==> src/rtl/ad_ave.sv <==
// Two-channel ADC sample averager: accumulates a window of sample pairs and
// divides both sums by the window length with a shared-control restoring divider.
module ad_ave #(
    parameter int SW = 16,
    parameter int NW = 8
) (
    input  logic          clk_sys,
    input  logic          rst,
    input  logic [NW-1:0] cfg_ave,
    input  logic          ad_vld,
    input  logic [SW-1:0] ad_s1,
    input  logic [SW-1:0] ad_s2,
    output logic [SW-1:0] stu_data_s1,
    output logic [SW-1:0] stu_data_s2,
    output logic          ave_vld,
    output logic          ave_ovr
);

    localparam int ACC_W = SW + NW;
    localparam int IT_W  = $clog2(ACC_W);
    localparam logic [IT_W-1:0] IT_LAST = IT_W'(ACC_W - 1);

    typedef enum logic [1:0] {
        ST_IDLE = 2'd0,
        ST_DIV  = 2'd1,
        ST_DONE = 2'd2
    } state_t;

    state_t          state_reg;
    logic [IT_W-1:0] it_reg;
    logic [NW-1:0]   cnt_reg;
    logic [NW-1:0]   n_lat_reg;
    logic [NW-1:0]   div_reg;
    logic            ave_vld_reg;
    logic            ave_ovr_reg;

    logic            cnt_zero;
    logic [NW-1:0]   n_eff;
    logic            win_close;
    logic            div_load;
    logic            div_step;
    logic            win_drop;

    // The window length comes from cfg_ave only on the first sample of a window.
    assign cnt_zero  = (cnt_reg == '0);
    assign n_eff     = cnt_zero ? ((cfg_ave == '0) ? NW'(1) : cfg_ave) : n_lat_reg;
    assign win_close = ad_vld && (({1'b0, cnt_reg} + 1'b1) == {1'b0, n_eff});
    assign div_load  = win_close && (state_reg == ST_IDLE || state_reg == ST_DONE);
    assign div_step  = (state_reg == ST_DIV);
    assign win_drop  = win_close && (state_reg == ST_DIV);

    always_ff @(posedge clk_sys) begin
        if (rst) begin
            state_reg   <= ST_IDLE;
            it_reg      <= '0;
            cnt_reg     <= '0;
            n_lat_reg   <= '0;
            div_reg     <= '0;
            ave_vld_reg <= 1'b0;
            ave_ovr_reg <= 1'b0;
        end else begin
            ave_vld_reg <= 1'b0;
            ave_ovr_reg <= win_drop;
            if (ad_vld) begin
                if (cnt_zero) begin
                    n_lat_reg <= n_eff;
                end
                cnt_reg <= win_close ? '0 : cnt_reg + 1'b1;
            end
            case (state_reg)
                ST_IDLE: begin
                    if (win_close) begin
                        state_reg <= ST_DIV;
                        it_reg    <= '0;
                        div_reg   <= n_eff;
                    end
                end
                ST_DIV: begin
                    if (it_reg == IT_LAST) begin
                        state_reg <= ST_DONE;
                    end else begin
                        it_reg <= it_reg + 1'b1;
                    end
                end
                ST_DONE: begin
                    ave_vld_reg <= 1'b1;
                    if (win_close) begin
                        state_reg <= ST_DIV;
                        it_reg    <= '0;
                        div_reg   <= n_eff;
                    end else begin
                        state_reg <= ST_IDLE;
                    end
                end
                default: state_reg <= ST_IDLE;
            endcase
        end
    end

    // Per-channel datapath: accumulator, restoring divider and status word.
    for (genvar gi = 0; gi < 2; gi++) begin : g_ch
        logic [SW-1:0]    samp;
        logic [ACC_W-1:0] acc_reg;
        logic [ACC_W-1:0] acc_next;
        logic [ACC_W-1:0] quo_reg;
        logic [NW-1:0]    rem_reg;
        logic [NW:0]      trial;
        logic             qbit;
        logic [NW-1:0]    rem_next;
        logic [SW-1:0]    stu_reg;

        assign samp     = (gi == 0) ? ad_s1 : ad_s2;
        assign acc_next = cnt_zero ? {{NW{1'b0}}, samp} : acc_reg + {{NW{1'b0}}, samp};

        // Remainder stays below the divisor, so one extra bit holds the trial value.
        assign trial    = {rem_reg, quo_reg[ACC_W-1]};
        assign qbit     = (trial >= {1'b0, div_reg});
        assign rem_next = qbit ? NW'(trial - {1'b0, div_reg}) : trial[NW-1:0];

        always_ff @(posedge clk_sys) begin
            if (rst) begin
                acc_reg <= '0;
                quo_reg <= '0;
                rem_reg <= '0;
                stu_reg <= '0;
            end else begin
                if (ad_vld) begin
                    acc_reg <= acc_next;
                end
                if (div_load) begin
                    quo_reg <= acc_next;
                    rem_reg <= '0;
                end else if (div_step) begin
                    quo_reg <= {quo_reg[ACC_W-2:0], qbit};
                    rem_reg <= rem_next;
                end
                if (state_reg == ST_DONE) begin
                    stu_reg <= quo_reg[SW-1:0];
                end
            end
        end
    end

    assign stu_data_s1 = g_ch[0].stu_reg;
    assign stu_data_s2 = g_ch[1].stu_reg;
    assign ave_vld     = ave_vld_reg;
    assign ave_ovr     = ave_ovr_reg;

endmodule

==> config.mk <==
export PLATFORM = sky130hd
export DESIGN_NAME = ad_ave
export DESIGN_NICKNAME = d
export VERILOG_FILES = /design/src/rtl/ad_ave.sv
export SDC_FILE = /design/constraint.sdc
export NUM_CORES = 1
export LEC_CHECK = 0
export CORE_UTILIZATION = 25
export DETAILED_ROUTE_END_ITERATION = 10
export SLEW_MARGIN = 20
export SYNTH_ARGS = -nofsm -noshare
export SYNTH_HDL_FRONTEND = slang
export SYNTH_SLANG_ARGS = --single-unit
==> constraint.sdc <==
create_clock -name clk_sys -period 8.5 [get_ports clk_sys]
set_input_delay 1.7 -clock clk_sys [delete_from_list [all_inputs] [get_ports clk_sys]]
set_output_delay 1.7 -clock clk_sys [all_outputs]
set_load 0.01 [all_outputs]
==> impl_metrics.env <==
export IMPL_cts_hold_buf=0
export IMPL_io_pins=77
export IMPL_place_ws_ns=3.61
export IMPL_critPathMaxFanout=6
export IMPL_coreArea_sq_um=39000
export IMPL_final_hold_viol_count=0
export IMPL_slew_viol_final=0
export IMPL_syn_instance_count=1242
export IMPL_dr_total_vias=8877
export IMPL_power_switching_mw=0.630
export IMPL_clock_path_buffers=2
export IMPL_crit_path_end_kind="flop"
export IMPL_power_mw=2.03
export IMPL_max_freq_mhz=225
export IMPL_clkPwrFrac_pct=38.9
export IMPL_die_y_um=202
export IMPL_maxCapViolations=0
export IMPL_ys_flop_type="dfxtp_1"
export IMPL_ir_drop_uv=146
export IMPL_seq_area_frac_synth_pct=35.5
export IMPL_grt_max_degree=71
export IMPL_setup_viol=0
export IMPL_hold_path_class="reg -> reg"
export IMPL_die_w_um=202
export IMPL_period_needed_ns=4.45
export IMPL_final_cell_mix="nand2_1 (179), dfxtp_1 (177), a21oi_1 (113), nor2_1 (94), clkdlybuf4s50_1 (74)"
export IMPL_grt_use_total_pct=13.5
export IMPL_slew_headroom_pct=34.4
export IMPL_clk_pin_slew_ns=0.07
export IMPL_cts_root_buf="clkbuf_16"
export IMPL_seqPwrFrac_pct=42.9
export IMPL_gr_total_overflow=0
export IMPL_synth_edff_count=0
export IMPL_gp_congestion=0.835
export IMPL_fin_skew_ns=0.0122
export IMPL_ys_warn_count=0
export IMPL_min_period_over_period_pct=52.4
export IMPL_clock_latency_ns=0.45
export IMPL_final_common_cell="nand2_1"
export IMPL_grt_pass1_wl_um=44400
export IMPL_worstSetupPathType="in -> reg"
export IMPL_antenna_found_initial=1
export IMPL_cts_resized=0
export IMPL_synthArstFlopShare_pct=0
export IMPL_p_comb_share_pct=18.2
export IMPL_dpl_cell_count=1767
export IMPL_cts_made_buffers=17
export IMPL_setup_tns_final_ns=0
export IMPL_setup_ws_ns=4.05
export IMPL_ys_seq_elements=177
export IMPL_drtIter0Drc=413
export IMPL_fp_dieArea_sq_um=40700
export IMPL_tightestPinTransition_ns=0.984
export IMPL_place_hpwl_um=19300
export IMPL_crit_arrival_ns=4.82
export IMPL_stdcell_count=1799
export IMPL_wl_um=27100
export IMPL_drc=0
export IMPL_grt_pass1_vias=8348
export IMPL_rows=72
export IMPL_first_pass_iters=5
export IMPL_drive_gt1_share_pct=5.00
export IMPL_cts_tree="done"
export IMPL_p_leak_nw=4.08
export IMPL_syn_area_per_cell_sq_um=8.03
export IMPL_cts_setup_buffers=0
export IMPL_intPower_mw=1.40
export IMPL_synth_cell_type_count=67
export IMPL_viasPerCell=4.93
export IMPL_wl_per_cell_um=15.0
export IMPL_p_per_area_nw_per_um2=173
export IMPL_ant_nets=0
export IMPL_initial_core_util_pct=25.6
export IMPL_outcome="complete, no violations"
export IMPL_swShare_pct=31.1
export IMPL_syn_nets=1340
export IMPL_htreeDepth=4
export IMPL_startpoint_type="input port"
export IMPL_fillers=4136
export IMPL_area_growth_syn_to_layout_pct=17.7
export IMPL_n_antenna_cell=0
export IMPL_rsz0062_at_grt="false"
export IMPL_synth_area_sq_um=9980
export IMPL_port_buffers=76
export IMPL_final_nets=1366
export IMPL_cp_data_required_time_ns=8.87
export IMPL_cts_sinks=177
export IMPL_holdWs_ns=0.456
[metal layers]
layer	global-route usage [%]	share of wire [%]
met5	0	0.048
met4	3.76	1.2
met3	1.95	3.1
met2	20.4	42
met1	19.7	53
[path summary, 6_finish.rpt]
path	slack (ns)	cells past startpoint	end	startpoint
hold / removal	0.46	2	stu_data_s1[12]$_SDFFE_PP0P_	stu_data_s1[12]$_SDFFE_PP0P_
setup / recovery	4.05	12	g_ch[0].acc_reg[20]$_SDFFE_PP0P_	ad_s1[0]
hold reg to reg	0.46	2	stu_data_s1[12]$_SDFFE_PP0P_	stu_data_s1[12]$_SDFFE_PP0P_
setup reg to reg	4.21	10	g_ch[1].rem_reg[7]$_SDFFE_PP0P_	cnt_reg[0]$_SDFFE_PP0P_
[power groups by stage]
| stage | clock (mW) | combinational, mW | sequential, mW |
|---|---|---|---|
| global route | 0.840 | 0.412 | 0.873 |
| detailed placement | 0 | 0.366 | 0.888 |
| global placement | 0 | 0.360 | 0.888 |
| floorplan | 0 | 0.272 | 0.884 |
| finish | 0.789 | 0.369 | 0.869 |
| CTS | 0.809 | 0.368 | 0.869 |
[worst max-delay path, stage by stage]
cell             delay (ns)
clkdlybuf4s50_1        0.48
ha_1                   0.19
inv_1                  0.07
fa_1                   0.37
nor2b_1                0.19
o31a_1                 0.20
o41a_1                 0.23
o211ai_1               0.12
o221ai_1               0.52
nand3_1                0.25
or3_1                  0.35
a31oi_1                0.15
[through the flow]
step | util [%] | area (sq um)
after floorplan | - | 9980
after global placement | 28.6 | 11200
after detailed placement | 28.6 | 11200
after CTS | 30.1 | 11700
after global routing | 30.1 | 11700
final | 30.1 | 11700
[cell usage after synthesis, drive strengths merged (5+ instances only)]
cell type | n | area share [%]
nor2b | 15 | 0.94
or2 | 10 | 0.63
o31ai | 9 | 0.68
a21boi | 10 | 0.75
nand4 | 13 | 0.88
buf | 13 | 0.69
nor2 | 95 | 3.7
nand2 | 180 | 6.8
o21ai | 49 | 2.5
a31oi | 39 | 2.4
inv | 35 | 1.3
xor2 | 22 | 1.9
and3 | 14 | 0.88
nor4 | 6 | 0.38
xnor2 | 24 | 2.2
a311oi | 13 | 1.3
a211oi | 34 | 2.6
mux2i | 35 | 3.5
nand3 | 36 | 1.8
nor3 | 16 | 0.80
nand2b | 11 | 0.69
and2 | 6 | 0.38
a21oi | 114 | 5.7
or3 | 29 | 1.9
dfxtp | 177 | 36
clkbuf | 65 | 2.4
a32o | 5 | 0.50
o21a | 11 | 0.83
o211ai | 20 | 1.5
a22oi | 18 | 1.4
ha | 51 | 6.4
a21o | 23 | 1.7
[cells by family (layout without fill, tap and decap cells)]
group	count (synthesis)	in the layout	share of synthesized area, %
DFF	177	177	35.5
buffers and inverters	114	153	4.49
and+or+nand+nor	442	442	20.8
xor gates and xnor gates	46	46	4.11
muxes	36	36	3.62
adders and majority gates	55	55	7.20
AOI/OAI and AO/OA	372	372	24.3
[cell type report]
cell class              instances  area (sq um)  area share (%)
repair buffers                 85           821            6.99
inverters                      36           135            1.15
multi-input cells             951          6010            51.2
clock buffers                  18           439            3.74
well taps                     518           648            5.52
clock inverters                14           144            1.23
flip-flops and latches        177          3540            30.2
(Power assumes the default switching activity.)
